===== src/rtl/arq_link_arbiter.sv =====
// Shares one link between ARQ data and coalesced cumulative acks.
// Registered output stage; data bursts are capped so a pending ack cannot starve.
module arq_link_arbiter #(
    parameter int DATA_W         = 16,
    parameter int ACK_W          = 8,
    parameter int MAX_DATA_BURST = 4,
    localparam int LINK_W        = (DATA_W > ACK_W) ? DATA_W : ACK_W
) (
    input  logic              clk,
    input  logic              rst,
    input  logic              data_valid,
    output logic              data_ready,
    input  logic [DATA_W-1:0] data_payload,
    input  logic              ack_trigger,
    input  logic [ACK_W-1:0]  ack_p,
    output logic              ack_did_trigger,
    output logic              link_valid,
    input  logic              link_ready,
    output logic              link_is_ack,
    output logic [LINK_W-1:0] link_payload
);

    localparam int CNT_W = $clog2(MAX_DATA_BURST + 1);
    localparam logic [CNT_W-1:0] BURST_MAX = CNT_W'(MAX_DATA_BURST);

    logic             ack_pend;
    logic [ACK_W-1:0] ack_val;
    logic [CNT_W-1:0] burst_cnt;

    logic load_en;
    logic burst_full;
    logic grant_data;
    logic grant_ack;
    logic take_data;
    logic take_ack;

    // Data wins unless an ack has already waited through a full burst.
    always_comb begin
        load_en    = !link_valid || link_ready;
        burst_full = ack_pend && (burst_cnt == BURST_MAX);
        grant_data = data_valid && !burst_full;
        grant_ack  = ack_pend && (!data_valid || burst_full);
        take_data  = load_en && grant_data;
        take_ack   = load_en && grant_ack;
    end

    assign data_ready      = !rst && take_data;
    assign ack_did_trigger = !rst && take_ack;

    // A new trigger always overwrites the stored ack, even in its grant cycle.
    always_ff @(posedge clk or posedge rst) begin
        if (rst) begin
            ack_pend <= 1'b0;
            ack_val  <= '0;
        end else if (ack_trigger) begin
            ack_pend <= 1'b1;
            ack_val  <= ack_p;
        end else if (take_ack) begin
            ack_pend <= 1'b0;
        end
    end

    always_ff @(posedge clk or posedge rst) begin
        if (rst) begin
            burst_cnt <= '0;
        end else if (!ack_pend || take_ack) begin
            burst_cnt <= '0;
        end else if (take_data && burst_cnt != BURST_MAX) begin
            burst_cnt <= burst_cnt + 1'b1;
        end
    end

    // Output register; it only changes when empty or being drained.
    always_ff @(posedge clk or posedge rst) begin
        if (rst) begin
            link_valid   <= 1'b0;
            link_is_ack  <= 1'b0;
            link_payload <= '0;
        end else if (load_en) begin
            if (grant_data) begin
                link_valid   <= 1'b1;
                link_is_ack  <= 1'b0;
                link_payload <= LINK_W'(data_payload);
            end else if (grant_ack) begin
                link_valid   <= 1'b1;
                link_is_ack  <= 1'b1;
                link_payload <= LINK_W'(ack_val);
            end else begin
                link_valid   <= 1'b0;
            end
        end
    end

endmodule


===== config.mk =====
export PLATFORM = sky130hd
export DESIGN_NAME = arq_link_arbiter
export DESIGN_NICKNAME = d
export VERILOG_FILES = /design/src/rtl/arq_link_arbiter.sv
export SDC_FILE = /design/constraint.sdc
export NUM_CORES = 1
export LEC_CHECK = 0
export ABC_AREA = 1
export CORE_ASPECT_RATIO = 2
export CORE_MARGIN = 10
export CORE_UTILIZATION = 40
export CTS_BUF_LIST = sky130_fd_sc_hd__clkbuf_2
export DETAILED_ROUTE_END_ITERATION = 7
export PLACE_DENSITY = 0.72
export SLEW_MARGIN = 20
export SYNTH_ARGS = -nofsm -noshare
export SYNTH_HDL_FRONTEND = slang
export SYNTH_SLANG_ARGS = --single-unit

===== constraint.sdc =====
create_clock -name clk -period 1.4 [get_ports clk]
set_clock_uncertainty 0.05 [all_clocks]
set_input_delay 0.14 -clock clk [delete_from_list [all_inputs] [get_ports clk]]
set_output_delay 0.14 -clock clk [all_outputs]
set_load 0.1 [all_outputs]

# Yosys cells after proc, flatten, opt, wreduce, memory -nomap -nowiden
# Cells that the tools add are included.
# word_totals
reg_bits,30
latchBits,0
ram_bits,0
mem_bits_ro,0
inputBits,29
word_cells,39
memories,0
# op_classes
n_addsub,1
mul,0
div_mod_pow,0
magnitude_cmp,0
eq_ne,2
shifts,0
muxes,10
bitwise,0
n_reduce_logical,20
# ops
cell,n
$mux 16,2
$logic_and 1x1->1,8
$mux 1,6
$mux 3,2
$reduce_bool 2->1,3
$logic_not 1->1,5
$add 3x1->3 const B,1
$eq 3x3->1 const B,1
$logic_or 1x1->1,3
$ne 3x3->1 const B,1
$reduce_and 2->1,1

# Logic depth before layout (Yosys ltp)
# logic_depth
depth_word,8
mapped_depth,7
depth_no_buf,7

# Least setup slack after synthesis
# OpenSTA, ideal clock, no wires.
# synth_timing
path_type,reg2out
from,register link_valid
to,output data_ready
arrival_time_ps,2506
required_time_ps,1210
slack_ps,-1296
path_stages_with_launch,4
cell_sequence,dfrtp_1 > nand2_2 > nand3_4 > nor2_1
# synth_between
elab_chain_len,4
# synth_rtl
item,line,text
start: declaration,17,"output logic link_valid,"
start signal: assignment,76,link_valid <= 1'b0;
start signal: assignment,81,link_valid <= 1'b1;
start signal: assignment,85,link_valid <= 1'b1;
$logic_not 1->1,39,load_en = !link_valid || link_ready;
$logic_or 1x1->1,39,
$logic_and 1x1->1,43,take_data = load_en && grant_data;
$logic_and 1x1->1,47,assign data_ready = !rst && take_data;
end: declaration,12,"output logic data_ready,"
# Every way passes these cells.

# Final worst setup path
# layout_timing
from,register burst_cnt[0]
to,output data_ready
# layout_between
elab_chain_len,6
# layout_rtl
item,line,text
start: declaration,28,logic [CNT_W-1:0] burst_cnt;
start signal: assignment,69,burst_cnt <= burst_cnt + 1'b1;
$eq 3x3->1,40,burst_full = ack_pend && (burst_cnt == BURST_MAX);
$logic_and 1x1->1,40,
$logic_not 1->1,41,grant_data = data_valid && !burst_full;
$logic_and 1x1->1,41,
$logic_and 1x1->1,43,
$logic_and 1x1->1,47,
# Every way passes these cells.

==> flow_summary.yaml <==
pwr:
  vdd_drop_max_uv: 678
  powerDensity_mw_per_mm2: 1320
  total_power_mw: 3.17
  leakage_nw: 1.14
synth:
  syn-num-nets: 183
  postSynthCellCount: 152
  ys_ff_latch: 30
  netlist_area_mm2: 0.00140
  ys_warn_count: 0
  syn_avg_cell_area_um2: 9.19
  seq_area_frac_synth: 0.538
  netlist-cell-type-count: 22
floorplanning:
  die_x_um: 61.8
  initial_core_util: 0.413
  num_rows: 30
  die_area_mm2: 0.00640
  die_y_um: 104
  ios: 49
  core_area_mm2: 0.00338
sta:
  fmax_ghz: 0.583
  slew_headroom: 0.842
  worstMarginPinSlew_ns: 0.235
  post-route-period-util: 1.23
  maxSlewViolCount: 0
  finalWorstSetupSlack_ns: -0.316
  setup-tns-final_ns: -1.45
  setup_viol: 13
  period_needed_ns: 1.72
  finalHoldViolCount: 0
  rsz0062_at_grt: "true"
grt:
  grt_pass1_wl_um: 6290
  antenna_found_initial: 0
  grt_usage: 0.127
  grt_max_degree: 31
  grt_overflow: 0
  grt_pass1_vias: 1363
clocking:
  cts_buffers: 5
  path_clk_slew_ns: 0.14
  clk_latency_ns: 0.35
  clkSinkCount: 30
  htree_levels: 2
  cts_hold_buf: 0
  cts_max_path_buffers: 2
  clockRootBuffer: "clkbuf_2"
  cts_tree: "done"
drt:
  drcViolationCount: 0
  drt_first_pass_iters: 4
  drt-total-wl_um: 3990
  drtIter0Drc: 37
  viasPerCell: 4.99
  drtAntennaViolNets: 0
  wl_per_cell_um: 15.7
  vias: 1267
critical_path:
  required_ns: 1.21
  r2r-end: "burst_cnt[1]$_DFFE_PP0P_"
  path_class: "flop to primary output"
  startpoint: "burst_cnt[0]$_DFFE_PP0P_"
  startpoint_type: "flop"
  crit_slowest_cell: "dfrtp_1"
  cp_max_fo: 2
  rr_worst_depth: 9
  critPathMaxStageDelay_ns: 0.39
  cp-end-kind: "primary output"
  worstPathCellList: "inv_2 -> ha_4 -> nand3_4 -> buf_6 -> nand3_4 -> nor2_4 -> buf_12"
  reg2reg_from: "burst_cnt[0]$_DFFE_PP0P_"
  rrSetupSlack_ns: -0.10
  cp.arrival_ns: 1.53
  cp_common_cell: "nand3_4"
  crit_end: "data_ready"
  cp_num_cells: 7
  critPathTopFamily: "flip-flops"
  crit_buf_inv: 3
finish:
  final_cell_mix: "nand2_1, dfrtp_1, clkdlybuf4s50_1, buf_12, buf_4"
  fin_cells: 254
  fin_nets: 253
  drive_gt1_frac: 0.360
  n_fill_cell: 240
  regArea_um2: 754
  diodes: 0
  multi_input_area_um2: 644
  syn2layout_area_growth_pct: 72.3
  layout_commonest_cell: "nand2_1"
run_status:
  violations: "negative setup slack"
  status: "complete, but fails checks"
place:
  port_buffers: 48
  dp.cells: 241
  gp_congestion: 0.809
  hpwlAfterDp_um: 3090
job:
  maxCapViolations: 0
hold_path:
  hold_path.class: "primary input to async pin"
synth_stat cells:
master	instances	area, um2
buf_6	3	33.8
o21ai_4	1	16.3
nand2_2	1	6.26
inv_2	1	3.75
o21ai_2	8	70.1
o21ai_1	2	10.0
a21oi_1	9	45.0
nand2_4	1	11.3
inv_1	14	52.6
nor2_1	3	11.3
nand3_2	1	10.0
nand2_1	53	199
dfrtp_1	30	751
nand3_4	1	17.5
buf_8	1	15.0
nand4_1	3	18.8
clkinv_1	1	3.75
nand4_2	1	12.5
ha_1	2	25.0
xor2_1	1	8.76
o21ai_0	14	70.1
buf_2	1	5.00
worst min-delay path by stage:
stage,to,from
final,link_payload[10]$_DFFE_PP0P_,rst
after floorplan,ack_pend$_DFFE_PP0P_,rst
after detailed placement,ack_val[4]$_DFFE_PP0P_,ack_val[4]$_DFFE_PP0P_
after global placement,ack_val[6]$_DFFE_PP0P_,ack_val[6]$_DFFE_PP0P_
after CTS,link_payload[10]$_DFFE_PP0P_,rst
after global routing,link_payload[10]$_DFFE_PP0P_,rst
power by group:
group	internal, mW	total (mW)	switching [mW]
clock network	0.130	0.392	0.262
logic	0.651	1.65	1.00
registers	0.993	1.13	0.136
state kept, by name, summed over array words and instances (netlist names):
| register | flops |
|---|---|
| link_is_ack | 1 |
| burst_cnt | 3 |
| link_payload | 16 |
| ack_val | 8 |
| ack_pend | 1 |
| link_valid | 1 |
through the flow:
step	utilization	worst slack (ns)	cell area (um2)	hold WS, ns
6_report	0.712	-0.316	2410	0.241
5_1_grt	0.712	-0.391	2410	0.256
4_1_cts	0.689	-0.317	2330	0.231
3_5_place_dp	0.665	-0.0806	2250	0.418
3_3_place_gp	0.665	-0.0509	2250	0.407
2_1_floorplan	-	-0.267	1450	0.181
timing repair:
action,in CTS,in global routing
pin swaps,3,10
resized for setup,10,21
setup buffers,5,2
setup endpoints to repair,12,21
per-layer routing:
| metal | up-vias | part of all wire | routed length, um | track usage |
|---|---|---|---|---|
| li1 | 620 | - | - | - |
| met1 | 597 | 0.35 | 1380 | 0.118 |
| met2 | 42 | 0.57 | 2270 | 0.233 |
| met3 | 8 | 0.060 | 240 | 0.0306 |
| met4 | 0 | 0.026 | 103 | 0.0675 |
| met5 | - | 0 | 0 | 0 |
cell type report:
cell class / instances / share of cell area
repair buffers: 68 / 0.362
flip-flops and latches: 30 / 0.314
multi-input cells: 101 / 0.268
inverters: 16 / 0.0250
well taps: 32 / 0.0166
clock buffers: 7 / 0.0146
kinds of logic (layout without fill, tap and decap cells):
| logic type | Yosys count | in the layout | synth area share |
|---|---|---|---|
| simple gates | 64 | 64 | 0.205 |
| compound gates | 34 | 34 | 0.151 |
| flops | 30 | 30 | 0.538 |
| buf+inv | 21 | 91 | 0.0815 |
| fa+ha+maj | 2 | 2 | 0.0179 |
| xor+xnor | 1 | 1 | 0.00627 |
worst register-to-register path: stages (launching register included):
cell and delay [ns]:
dfrtp_1 0.42, inv_2 0.09, ha_4 0.15, nand3_4 0.09, buf_6 0.14, buf_4 0.13, buf_12 0.14, nand4_4 0.07
nand4_1 0.11, nand2_1 0.07
Power figures use the tool's default switching activity.
